File: src/rtl/ifu_fetch_if.sv
// rtl/ifu_fetch_if.sv - fetch unit bus bundle: imem request/response, redirect, decode handoff
interface ifu_fetch_if;
  logic        imem_req_valid;
  logic        imem_req_ready;
  logic [31:0] imem_req_addr;
  logic        imem_rsp_valid;
  logic [31:0] imem_rsp_data;
  logic        redirect_valid;
  logic [31:0] redirect_pc;
  logic        inst_valid;
  logic        inst_ready;
  logic [31:0] inst;
  logic [31:0] inst_pc;

  // fetch unit side
  modport master (
    output imem_req_valid,
    input  imem_req_ready,
    output imem_req_addr,
    input  imem_rsp_valid,
    input  imem_rsp_data,
    input  redirect_valid,
    input  redirect_pc,
    output inst_valid,
    input  inst_ready,
    output inst,
    output inst_pc
  );

  // environment side: memory, execute and decode
  modport slave (
    input  imem_req_valid,
    output imem_req_ready,
    input  imem_req_addr,
    output imem_rsp_valid,
    output imem_rsp_data,
    output redirect_valid,
    output redirect_pc,
    input  inst_valid,
    output inst_ready,
    input  inst,
    input  inst_pc
  );
endinterface

File: src/rtl/ifu_fetch.sv
// rtl/ifu_fetch.sv - instruction fetch unit: pc, single outstanding imem read, redirect kill
module ifu_fetch #(
  parameter logic [31:0] RESET_PC = 32'h8000_0000
) (
  input  logic       clk,
  input  logic       rst,
  ifu_fetch_if.master bus
);

  typedef enum logic [1:0] {S_REQ, S_WAIT, S_HOLD} state_t;

  state_t      r_state;
  state_t      w_state_nxt;
  logic [31:0] r_pc;
  logic [31:0] w_pc_nxt;
  logic        r_kill;
  logic        w_kill_nxt;
  logic [31:0] r_inst;
  logic [31:0] w_inst_nxt;
  logic [31:0] r_inst_pc;
  logic [31:0] w_inst_pc_nxt;
  logic        w_req_valid;
  logic [31:0] w_redirect_tgt;

  // targets are word aligned; the low two bits of the redirect are dropped
  assign w_redirect_tgt = bus.redirect_pc & ~32'h3;

  // a redirect suppresses the request so the stale pc is never sent
  assign w_req_valid = (r_state == S_REQ) & ~bus.redirect_valid & ~rst;

  assign bus.imem_req_valid = w_req_valid;
  assign bus.imem_req_addr  = r_pc;
  assign bus.inst_valid     = (r_state == S_HOLD);
  assign bus.inst           = r_inst;
  assign bus.inst_pc        = r_inst_pc;

  // state, pc, kill flag and captured instruction registers
  always_ff @(posedge clk or posedge rst) begin
    if (rst) begin
      r_state   <= S_REQ;
      r_pc      <= RESET_PC;
      r_kill    <= 1'b0;
      r_inst    <= 32'h0;
      r_inst_pc <= RESET_PC;
    end else begin
      r_state   <= w_state_nxt;
      r_pc      <= w_pc_nxt;
      r_kill    <= w_kill_nxt;
      r_inst    <= w_inst_nxt;
      r_inst_pc <= w_inst_pc_nxt;
    end
  end

  // next-state and datapath selection
  always_comb begin
    w_state_nxt   = r_state;
    w_pc_nxt      = r_pc;
    w_kill_nxt    = r_kill;
    w_inst_nxt    = r_inst;
    w_inst_pc_nxt = r_inst_pc;
    case (r_state)
      S_REQ: begin
        if (bus.redirect_valid) begin
          w_pc_nxt = w_redirect_tgt;
        end else if (w_req_valid && bus.imem_req_ready) begin
          w_state_nxt = S_WAIT;
        end
      end
      S_WAIT: begin
        if (bus.imem_rsp_valid) begin
          if (r_kill) begin
            // this response belongs to a fetch already redirected away;
            // a redirect landing now still updates the pc
            w_kill_nxt  = 1'b0;
            w_state_nxt = S_REQ;
            if (bus.redirect_valid) begin
              w_pc_nxt = w_redirect_tgt;
            end
          end else if (bus.redirect_valid) begin
            w_pc_nxt    = w_redirect_tgt;
            w_state_nxt = S_REQ;
          end else begin
            w_inst_nxt    = bus.imem_rsp_data;
            w_inst_pc_nxt = r_pc;
            w_state_nxt   = S_HOLD;
          end
        end else if (bus.redirect_valid) begin
          // only one request is ever in flight, so one kill covers any
          // number of redirects before its response returns
          w_pc_nxt   = w_redirect_tgt;
          w_kill_nxt = 1'b1;
        end
      end
      S_HOLD: begin
        if (bus.redirect_valid) begin
          w_pc_nxt    = w_redirect_tgt;
          w_state_nxt = S_REQ;
        end else if (bus.inst_ready) begin
          w_pc_nxt    = r_pc + 32'd4;
          w_state_nxt = S_REQ;
        end
      end
      default: begin
        w_state_nxt = S_REQ;
      end
    endcase
  end

endmodule

File: src/flat_wrapper.sv
// flat-port wrapper written by rule: the top's interface ports become plain ports
module ifu_fetch_flat 
#(
  parameter logic [31:0] RESET_PC = 32'h8000_0000
)
  (clk, rst, bus_imem_req_valid, bus_imem_req_ready, bus_imem_req_addr, bus_imem_rsp_valid, bus_imem_rsp_data, bus_redirect_valid, bus_redirect_pc, bus_inst_valid, bus_inst_ready, bus_inst, bus_inst_pc);
  ifu_fetch_if bus_i ();
  input  logic clk;
  input  logic rst;
  output wire logic [$bits(bus_i.imem_req_valid)-1:0] bus_imem_req_valid;
  input wire logic [$bits(bus_i.imem_req_ready)-1:0] bus_imem_req_ready;
  output wire logic [$bits(bus_i.imem_req_addr)-1:0] bus_imem_req_addr;
  input wire logic [$bits(bus_i.imem_rsp_valid)-1:0] bus_imem_rsp_valid;
  input wire logic [$bits(bus_i.imem_rsp_data)-1:0] bus_imem_rsp_data;
  input wire logic [$bits(bus_i.redirect_valid)-1:0] bus_redirect_valid;
  input wire logic [$bits(bus_i.redirect_pc)-1:0] bus_redirect_pc;
  output wire logic [$bits(bus_i.inst_valid)-1:0] bus_inst_valid;
  input wire logic [$bits(bus_i.inst_ready)-1:0] bus_inst_ready;
  output wire logic [$bits(bus_i.inst)-1:0] bus_inst;
  output wire logic [$bits(bus_i.inst_pc)-1:0] bus_inst_pc;
  assign bus_imem_req_valid = bus_i.imem_req_valid;
  assign bus_i.imem_req_ready = bus_imem_req_ready;
  assign bus_imem_req_addr = bus_i.imem_req_addr;
  assign bus_i.imem_rsp_valid = bus_imem_rsp_valid;
  assign bus_i.imem_rsp_data = bus_imem_rsp_data;
  assign bus_i.redirect_valid = bus_redirect_valid;
  assign bus_i.redirect_pc = bus_redirect_pc;
  assign bus_inst_valid = bus_i.inst_valid;
  assign bus_i.inst_ready = bus_inst_ready;
  assign bus_inst = bus_i.inst;
  assign bus_inst_pc = bus_i.inst_pc;
  ifu_fetch #(.RESET_PC(RESET_PC)) u_core (.clk(clk), .rst(rst), .bus(bus_i));
endmodule
File: config.mk
export PLATFORM = sky130hd
export DESIGN_NAME = ifu_fetch_flat
export DESIGN_NICKNAME = d
export VERILOG_FILES = /design/src/rtl/ifu_fetch_if.sv /design/src/rtl/ifu_fetch.sv /design/src/flat_wrapper.sv
export SDC_FILE = /design/constraint.sdc
export NUM_CORES = 1
export LEC_CHECK = 0
export ABC_CLOCK_PERIOD_IN_PS = 4700
export BUFFER_PORTS_ARGS = -buffer_cell sky130_fd_sc_hd__buf_2
export CORE_AREA = 5 5 102 104
export CTS_CLUSTER_SIZE = 10
export DETAILED_ROUTE_END_ITERATION = 6
export DIE_AREA = 0 0 107 109
export GPL_ROUTABILITY_DRIVEN = 0
export PLACE_DENSITY = 0.76
export SYNTH_ARGS = -nofsm -noshare
export SYNTH_HDL_FRONTEND = slang
export SYNTH_SLANG_ARGS = --single-unit
File: constraint.sdc
create_clock -name clk -period 4.7 [get_ports clk]
set_clock_uncertainty 0.2 [all_clocks]
set_input_delay 0.94 -clock clk [delete_from_list [all_inputs] [get_ports clk]]
set_output_delay 0.94 -clock clk [all_outputs]
set_load 0.01 [all_outputs]
==> metrics.md, run 1 <==
| Metric | Value |
|---|---|
| Cells after Synth | 409 |
| # nets final | 625 |
| Worst reg2reg path depth | 3 |
| Final-report max-slew violation count | 0 |
| Initial core utilization | 47.84% |
| CP Cell Sequence | buf_2 > nor4_1 > buf_2 |
| First-pass GRT wire length | ~18000 um |
| Final HPWL DP | between 7000 and 8000 um |
| CP most frequent cell | buf_2 |
| Slew headroom | a little over a third |
| Critical Path AT | ~1700 ps |
| Vias in the first global route | ~3600 |
| Power, Total | between 2000 and 3000 uW |
| Kind of cell adding the most delay to the critical path | simple AND/OR/NAND/NOR gates |
| RSZ-0062 raised after global routing | no |
| Synth unique cells | between 40 and 50 |
| Most numerous cell in the Yosys netlist | dfrtp_1 |
| DR WL/cell | between 15 and 20 um |
| Layout cells sized above 1 | between 40% and 50% |
| DR iter-0 viols | between 150 and 200 |
| Top cells by count, synth | 93 x dfrtp_1, 60 x mux2_2, 30 x nand2_1, 21 x a21oi_1, 21 x clkbuf_1 |
| WHS Path Cells | 2 |
| ANT nets after route | 0 |
| Crit path capture type | output port |
| CP max FO | 9 |
| Hold Path Class | reg2reg |
| Syn Std Cell Area | ~4500 um^2 |
| Clk_lat worst skew | between 300 and 400 ps |
| FP Rows | 36 |
| # hold bufs at CTS | 0 |
| Final WL | 11410 um |
| Slowest stage cell on the critical path | nor4_1 |
| Crit share post-route | between 60% and 70% |
| Area Growth Syn to Fin | 23.31% |
| Hold Path Origin | u_core.bus.inst_pc[20]$_DFFE_PP0P_ |
| Seq cells post-synth | 95 |
| Number of synthesized flops with an enable pin | 0 |
| Floorplan core area | 9459 um^2 |
| CTS Sinks | 95 |
| H-tree depth | 3 |
| Via count | 3771 |
| Post_cts resized | 0 |
| Setup slack, reg-to-reg | between 2000 and 2500 ps |
| Diode count | 0 |
| R2R Path End | u_core.bus.inst_pc[5]$_DFFE_PP0P_ |
| Final Core Density | roughly 60% |
| RR Startpoint | u_core.r_state[0]$_DFFE_PP0P_ |
| Initial antenna violation count | 0 |
| GRT overflow | 0 |
| Max Cap Viol | 0 |
| Worst slew pin tran | about 970 ps |
| CTS tree | built |
| Sequential area share after synthesis | a little over half |
| Top cell type by total area after synthesis | dfrtp_1 |
| Die W | between 100 and 150 um |
| Endpoints failing hold | 0 |
| Startpoint class of the critical path | primary input |
| Port bufs | around 160 |
| Ys flop type | dfrtp_1 |
| CP Buf/Inv Count | 2 |
| CTS Root Buffer Type | clkbuf_8 |
| Die Ht | around 110 um |
| Hold_ws | 291.4 ps |
| CTS clk-pin slew, worst paths | about 90 ps |
| Status | complete, no violations |
| DP Cell Count | around 660 |
| Area of the multi-input gates | around 2000 um^2 |
| Syn_area_per_cell | between 10 and 15 um^2 |
| Ys Warns | 0 |
| Setup crit start | bus_redirect_valid |
| Fin Setup TNS | 0 ps |
| P per Cell Area | around 480 nW/um^2 |
| Via/cell ratio | 5.603 |
| Largest net degree at the start of global routing | 67 |
| Post-CTS Setup Bufs | 0 |
| # fillers | 793 |
| Crit Path Category | in2out |
| Post-synthesis async set-or-reset flop share | 100.0% |
| Max VDD drop | around 250 uV |
| Final setup violation count | 0 |
| Top-level I/O count | between 150 and 200 |
| Die area | roughly 12000 um^2 |
| CTS buffer count | 9 |
| Synth top area cells | dfrtp_1 51%, mux2_2 15%, nand2_1 2.5%, a21oi_1 2.3%, nand4_1 2.2% |
| Deepest clock path buffer count | 2 |
| First-pass DRT Iterations | 5 |
| WP data required | 3560 ps |
| Residual DRC count | 0 |
| Fmax | between 0.3 and 0.4 GHz |
| Hold endpoint | u_core.bus.inst_pc[20]$_DFFE_PP0P_ |
| Post-synth top area share | 51.42% |
| Fin cells | between 600 and 700 |
| Delay of the slowest cell on the worst path | around 400 ps |
| Leakage | between 0.002 and 0.003 uW |
| Tot GR Track Use | roughly a fifth |
| FF+latch area | 2380 um^2 |
| Fin crit period | about 2800 ps |
==> how the worst max path moves through the flow <==
stage | end | depth (start not counted)
final | bus_imem_req_valid | 3
after global routing | bus_imem_req_valid | 3
after CTS | bus_imem_req_valid | 3
after detailed placement | u_core.bus.imem_req_addr[10]$_DFFE_PP0P_ | 6
after global placement | u_core.bus.imem_req_addr[10]$_DFFE_PP0P_ | 6
after floorplan | u_core.bus.imem_req_addr[10]$_DFFE_PP0P_ | 1
==> cells in the final DEF (no fill, tap or decap), drive strengths merged, types with 6 or more instances in the layout <==
cell type	n
a211oi	6
mux2	60
buf	164
o21ai	20
and2	7
a21oi	21
mux2i	8
clkbuf	15
dfrtp	93
nor3	8
and4	6
o22ai	9
nand3	17
nor4	7
nor2	17
nand2	30
a2bb2oi	6
nand4	17
==> sequential cells by signal (all words and copies together), names as in the netlist <==
| register | flops |
|---|---|
| u_core.bus.inst_pc | 30 |
| u_core.r_state | 2 |
| u_core.r_kill | 1 |
| u_core.bus.imem_req_addr | 30 |
| u_core.bus.inst | 32 |
==> metal layers <==
metal / up-vias / routed length (um) / global-route usage (%)
li1: 1786 / - / -
met1: 1816 / 5199 / 27.61
met2: 158 / 5269 / 30.35
met3: 11 / 800 / 4.204
met4: 0 / 138 / 7.854
met5: - / 0 / 0
==> power breakdown <==
group          internal (uW)  switching, uW
Clock                    277            265
Combinational            437            417
Sequential              1110            175
==> final cells by class <==
type	count	share of cell area, %
sequential	95	42.65
inverter	5	0.3812
clock buffer	15	2.982
timing repair buffer	164	14.84
multi-input combinational	279	36.05
clock inverter	1	0.5381
tap	114	2.556
==> tightest hold or removal path, delay by kind of cell (launching register included) <==
kind | cells | cell delay (ps)
AOI/OAI and AO/OA | 1 | 60
and+or+nand+nor | 1 | 50
DFF | 1 | 340
==> metrics by stage <==
| step | setup WS [ps] | cell area [um^2] |
|---|---|---|
| floorplan | 1086 | 4537 |
| global placement | 1758 | 5384 |
| detailed placement | 1695 | 5384 |
| CTS | 1855 | 5580 |
| global route | 1836 | 5580 |
| finish | 1850 | 5580 |
==> logic make-up (layout without fill, tap and decap cells) <==
| logic type | Yosys count | count (layout) | share of synthesized area (%) |
|---|---|---|---|
| other | 1 | 4 | 0.08286 |
| AOI/OAI and AO/OA | 79 | 79 | 11.11 |
| DFF | 95 | 95 | 52.58 |
| adders and majority gates | 1 | 1 | 0.2764 |
| buffers and inverters | 38 | 185 | 3.705 |
| muxes | 68 | 68 | 16.70 |
| and+or+nand+nor | 127 | 127 | 15.54 |
No activity file was read; power rests on OpenSTA's default activity.
==> run 2, diff against run 1 <==
--- a/config.mk
+++ b/config.mk
@@ -5,7 +5,7 @@
 export SDC_FILE = /design/constraint.sdc
 export NUM_CORES = 1
 export LEC_CHECK = 0
-export ABC_CLOCK_PERIOD_IN_PS = 4700
+export ABC_CLOCK_PERIOD_IN_PS = 2800
 export BUFFER_PORTS_ARGS = -buffer_cell sky130_fd_sc_hd__buf_2
 export CORE_AREA = 5 5 102 104
 export CTS_CLUSTER_SIZE = 10
==> constraint.sdc (replaced) <==
create_clock -name clk -period 2.8 [get_ports clk]
set_clock_uncertainty 0.2 [all_clocks]
set_input_delay 0.56 -clock clk [delete_from_list [all_inputs] [get_ports clk]]
set_output_delay 0.56 -clock clk [all_outputs]
set_load 0.01 [all_outputs]
==> run 2 against run 1 <==
Hold slack got worse by 200 ps. Flip-flop and latch count unchanged. Critical path depth increased by 2. Utilization increased by 1.2 points. Setup slack got worse by 1400 ps. Final cell count increased by 1.8%. Non-clock buffer count increased by 12.
==> metrics.md, run 2 (same netlist as run 1, synthesis figures left out) <==
| Metric | Value |
|---|---|
| DR WL/cell | between 15 and 20 um |
| Switching share of power | roughly a third |
| Fin crit period | about 2400 ps |
| Hold Path Class | in2async |
| Hold_ws | ~95 ps |
| CTS Sinks | 95 |
| Max VDD drop | roughly 400 uV |
| Die W | approximately 110 um |
| Post-CTS Setup Bufs | 0 |
| CTS buffer count | 9 |
| Internal Pwr Total | roughly 3000 uW |
| CP Cell Sequence | ha_1 > nand3_1 > or4_1 > or4b_1 > nand3_1 |
| FP Rows | 36 |
| Met3 wirelength from detailed routing | roughly 950 um |
| Final HPWL DP | between 8000 and 9000 um |
| CTS clk-pin slew, worst paths | about 90 ps |
| Deepest clock path buffer count | 2 |
| Final setup violation count | 0 |
| Most frequent cells in the layout | 161 x buf_2, 93 x dfrtp_1, 60 x mux2_2, 30 x nand2_1 |
| Commonest non-fill, non-tap cell in the layout | buf_2 |
| Delay of the slowest cell on the worst path | 620 ps |
| Power, Total | 4481 uW |
| CP max FO | 8 |
| Fin Setup TNS | 0 ps |
| H-tree depth | 3 |
| RSZ-0062 raised after global routing | no |
| Combinational power share | around 32% |
| DR WL met2 | 5321 um |
| Critical Path AT | 2490 ps |
| Largest net degree at the start of global routing | 34 |
| Max FFs per register | 32 |
| Floorplan core area | ~9500 um^2 |
| Status | complete, no violations |
| # nets final | ~640 |
| Startpoint class of the critical path | flip-flop |
| Max Cap Viol | 0 |
| Tot GR Track Use | about a fifth |
| CP Buf/Inv Count | 0 |
| Residual DRC count | 0 |
| Top-level I/O count | approximately 170 |
| P per Cell Area | slightly below 800 nW/um^2 |
| Slowest stage cell on the critical path | or4_1 |
| Die Ht | ~110 um |
| CP most frequent cell | nand3_1 |
| DP Cell Count | around 670 |
| Fin cells | around 700 |
| First-pass GRT wire length | ~19000 um |
| Via/cell ratio | between 5 and 6 |
| Layout cells sized above 1 | between 40% and 50% |
| Fmax | around 0.42 GHz |
| Final WL | between 10000 and 15000 um |
| Initial antenna violation count | 0 |
| Final Core Density | about 60% |
| CTS tree | built |
| Port bufs | ~160 |
| # hold bufs at CTS | 0 |
| Endpoints failing hold | 0 |
| Crit path capture type | flip-flop |
| GRT overflow | 0 |
| ANT nets after route | 0 |
| Final-report max-slew violation count | 0 |
| Area Growth Syn to Fin | 25.85% |
| Worst slew pin tran | 666.6 ps |
| Switching pwr | approximately 1500 uW |
| Initial core utilization | 47.84% |
| Leakage | 0.002702 uW |
| WP data required | between 2000 and 3000 ps |
| Highest routed layer | met4 |
| Vias in the first global route | approximately 3800 |
| Crit Path Category | reg2reg |
| Flop pwr share | between 40% and 50% |
| WL met1 | between 5000 and 6000 um |
| Diode count | 0 |
| DR iter-0 viols | between 150 and 200 |
| Die area | 11660 um^2 |
| Clk_lat worst skew | around 360 ps |
| CTS Root Buffer Type | clkbuf_8 |
| First-pass DRT Iterations | 4 |
| Power share of the clock group | between 10% and 20% |
| Post_cts resized | 0 |
| Crit share post-route | 85.35% |
| Slew headroom | between 50% and 60% |
| Kind of cell adding the most delay to the critical path | simple AND/OR/NAND/NOR gates |
| Via count | roughly 3800 |
==> run 2: changes by cell type in the layout (fill, tap and decap cells not counted) <==
cell	delta
inv_4	-1
buf_12	+2
clkbuf_8	+2
clkinv_2	+1
bufinv_16	-1
clkbuf_1	-3
clkinvlp_4	+2
buf_4	+10
==> run 2: power groups by stage <==
stage	sequential (uW)	combinational [uW]	clock [uW]
after floorplan	2380	575	0
after global placement	2140	1450	0
after detailed placement	2190	1470	0
after CTS	2160	1470	903
after global routing	2230	1580	962
final	2160	1450	877
==> run 2: path summary, 6_finish.rpt <==
| kind | start | to | slack (ps) | cells after the start |
|---|---|---|---|---|
| hold / removal | rst | u_core.bus.inst_pc[18]$_DFFE_PP0P_ | 100 | 2 |
| min in group clk | bus_imem_rsp_data[29] | u_core.bus.inst[29]$_DFFE_PP0P_ | 220 | 2 |
| setup / recovery | u_core.bus.imem_req_addr[2]$_DFFE_PP0P_ | u_core.bus.imem_req_addr[24]$_DFFE_PP0P_ | 410 | 5 |
| hold reg to reg | u_core.bus.inst_pc[16]$_DFFE_PP0P_ | u_core.bus.inst_pc[16]$_DFFE_PP0P_ | 280 | 2 |
| max in group asynchronous | rst | u_core.bus.imem_req_addr[13]$_DFFE_PP0P_ | 1600 | 3 |
| setup reg to reg | u_core.bus.imem_req_addr[2]$_DFFE_PP0P_ | u_core.bus.imem_req_addr[24]$_DFFE_PP0P_ | 410 | 5 |
==> run 2: final cells by class <==
type	instances	area [um^2]
fill	802	3764
multi-input combinational	279	2012
clock buffer	14	182.7
tap	114	142.6
timing repair buffer	176	943.4
clock inverter	2	12.51
inverter	5	22.52
sequential	95	2380
==> run 2: per-layer routing <==
metal / global-route usage, % / vias to the layer above
met5: 0 / -
met4: 7.854 / 0
met3: 4.500 / 15
met2: 32.73 / 147
met1: 26.98 / 1801
li1: - / 1812
==> run 2: worst register-to-register path, cell delays in order (launching register included) <==
cell and delay (ps):
dfrtp_1 500, ha_1 260, nand3_1 120, or4_1 620
or4b_1 540, nand3_1 90
==> run 2: per-stage QoR <==
step           area [um^2]  setup slack [ps]
6_report              5695             410.2
4_1_cts               5695             425.6
3_3_place_gp          5500             451.9
3_5_place_dp          5500             436.5
2_1_floorplan         4541             488.1
5_1_grt               5695             292.0
==> run 3, diff against run 2 <==
--- a/config.mk
+++ b/config.mk
@@ -5,14 +5,14 @@
 export SDC_FILE = /design/constraint.sdc
 export NUM_CORES = 1
 export LEC_CHECK = 0
-export ABC_CLOCK_PERIOD_IN_PS = 2800
+export ABC_CLOCK_PERIOD_IN_PS = 2710
 export BUFFER_PORTS_ARGS = -buffer_cell sky130_fd_sc_hd__buf_2
-export CORE_AREA = 5 5 102 104
+export CORE_AREA = 5 5 113 115
 export CTS_CLUSTER_SIZE = 10
 export DETAILED_ROUTE_END_ITERATION = 6
-export DIE_AREA = 0 0 107 109
+export DIE_AREA = 0 0 118 120
 export GPL_ROUTABILITY_DRIVEN = 0
-export PLACE_DENSITY = 0.76
+export PLACE_DENSITY = 0.63
 export SYNTH_ARGS = -nofsm -noshare
 export SYNTH_HDL_FRONTEND = slang
 export SYNTH_SLANG_ARGS = --single-unit
==> constraint.sdc (replaced) <==
create_clock -name clk -period 2.71 [get_ports clk]
set_clock_uncertainty 0.2 [all_clocks]
set_input_delay 0.542 -clock clk [delete_from_list [all_inputs] [get_ports clk]]
set_output_delay 0.542 -clock clk [all_outputs]
set_load 0.01 [all_outputs]
==> run 3 against run 2 <==
Sequential power rose by 3%. First-iteration DRC count rose by 47%. Total power rose by 14%. Flip-flop and latch count did not move. Wire length rose by 4.4%. Highest routed layer unchanged. Design area rose by 2.8%. Combinational power rose by 4%. Largest power group unchanged. Hold slack improved by 78 ps.
==> metrics.md, run 3 (same netlist as run 1, synthesis figures left out) <==
| Metric | Value |
|---|---|
| Clk_lat worst skew | roughly 350 ps |
| Endpoints failing hold | 0 |
| Delay of the slowest cell on the worst path | 630 ps |
| Max FFs per register | 32 |
| # hold bufs at CTS | 0 |
| Floorplan core area | between 10000 and 15000 um^2 |
| Fmax | roughly 0.42 GHz |
| CTS tree | built |
| FP Rows | 40 |
| Dpl ws | about 370 ps |
| Die Ht | about 120 um |
| Fin crit period | between 2000 and 2500 ps |
| Commonest non-fill, non-tap cell in the layout | buf_2 |
| Final-report max-slew violation count | 0 |
| Die W | about 120 um |
| Status | complete, no violations |
| DR WL/cell | between 15 and 20 um |
| CTS Sinks | 95 |
| Top-level I/O count | around 170 |
| WP data required | between 2000 and 3000 ps |
| Vias in the first global route | ~3700 |
| Fin Setup TNS | 0 ps |
| Most frequent cells in the layout | 161 x buf_2, 93 x dfrtp_1, 60 x mux2_2, 30 x nand2_1 |
| Deepest clock path buffer count | 2 |
| Post_cts resized | 0 |
| Leakage | approximately 0.0028 uW |
| Max Cap Viol | 0 |
| Crit path capture type | flip-flop |
| Routing usage on met1 | a little under a quarter |
| Via count | around 3800 |
| Die area | 14160 um^2 |
| H-tree depth | 3 |
| Via/cell ratio | around 5.3 |
| Hold Path Class | in2async |
| Initial antenna violation count | 0 |
| # nets final | between 600 and 700 |
| Final HPWL DP | between 8000 and 9000 um |
| P per Cell Area | just under 900 nW/um^2 |
| Largest net degree at the start of global routing | 52 |
| CTS buffer count | 9 |
| Diode count | 0 |
| Slowest stage cell on the critical path | or4_1 |
| First-pass DRT Iterations | 4 |
| Post-CTS Setup Bufs | 0 |
| Residual DRC count | 0 |
| CP max FO | 8 |
| Hold_ws | between 150 and 200 ps |
| GRT met3 Usage | under 10% |
| Final setup violation count | 0 |
| Startpoint class of the critical path | flip-flop |
| CTS Root Buffer Type | clkbuf_16 |
| First-pass GRT wire length | 20100 um |
| Max VDD drop | 515.0 uV |
| Final Core Density | between 50% and 60% |
| CTS clk-pin slew, worst paths | 60 ps |
| Crit Path Category | reg2reg |
| Setup slack, reg-to-reg | about 330 ps |
| Area Growth Syn to Fin | 29.39% |
| Tot GR Track Use | approximately 18% |
| Final WS setup | about 330 ps |
| DR iter-0 viols | roughly 270 |
| Crit share post-route | 87.88% |
| CP most frequent cell | nand3_1 |
| Busiest grt layer | met2 |
| Initial core utilization | 38.64% |
| Final WL | approximately 12000 um |
| GRT overflow | 0 |
| CP Cell Sequence | ha_1 > nand3_1 > or4_1 > or4b_1 > nand3_1 |
| Slew headroom | 54.98% |
| Met2 Use GR | between 20% and 30% |
| Worst slew pin tran | between 600 and 700 ps |
| Critical Path AT | between 2000 and 2500 ps |
| Layout cells sized above 1 | a little under half |
| Port bufs | ~160 |
| ANT nets after route | 0 |
| RSZ-0062 raised after global routing | no |
[run 3: cell count changes in the layout (fill, tap and decap cells not counted)]
cell       previous run  this run
buf_12                2         0
clkbuf_16             0         9
buf_4                13        17
bufinv_16             0         2
clkbuf_8             13         1
clkinv_4              0         1
[run 3: area by class of cell]
cell class / count / area (um^2)
clock buffers: 11 / 242.7
clock inverters: 5 / 81.33
fillers: 1085 / 5856
inverters: 5 / 22.52
multi-input cells: 279 / 2012
flip-flops and latches: 95 / 2380
well taps: 147 / 183.9
repair buffers: 178 / 933.4
[run 3: metal layers]
| metal | routed length, um | vias to the layer above |
|---|---|---|
| met5 | 0 | - |
| met4 | 183 | 0 |
| met3 | 1027 | 15 |
| met2 | 5483 | 160 |
| met1 | 5358 | 1800 |
| li1 | - | 1819 |
[run 3: metrics by stage]
step / cell area [um^2] / std cells / power (uW)
global placement: 5532 / 704 / 3742
global route: 5856 / 720 / 5437
detailed placement: 5532 / 704 / 3801
CTS: 5856 / 720 / 5188
finish: 5856 / 720 / 5102
floorplan: 4541 / 412 / 3052
[run 3: critical path: cells and delay by family, from the launching register on]
family | cells | cell delay, ps
AND/OR/NAND/NOR | 4 | 1390
adder cells (fa/ha/maj) | 1 | 260
flip-flops | 1 | 470
[run 3: report_power, final]
| group | switching [uW] | internal (uW) |
|---|---|---|
| clock network | 530 | 834 |
| registers | 308 | 1920 |
| logic | 739 | 770 |
| total | 1580 | 3530 |
[run 3: final timing paths]
check | startpoint | end | depth (start not counted)
max | u_core.bus.imem_req_addr[2]$_DFFE_PP0P_ | u_core.bus.imem_req_addr[24]$_DFFE_PP0P_ | 5
min | rst | u_core.r_state[0]$_DFFE_PP0P_ | 3
max reg2reg | u_core.bus.imem_req_addr[2]$_DFFE_PP0P_ | u_core.bus.imem_req_addr[24]$_DFFE_PP0P_ | 5
min reg2reg | u_core.bus.inst[18]$_DFFE_PP0P_ | u_core.bus.inst[18]$_DFFE_PP0P_ | 1
max in group asynchronous | rst | u_core.bus.inst_pc[2]$_DFFE_PP0P_ | 3
min in group clk | bus_imem_req_ready | u_core.r_state[0]$_DFFE_PP0P_ | 3
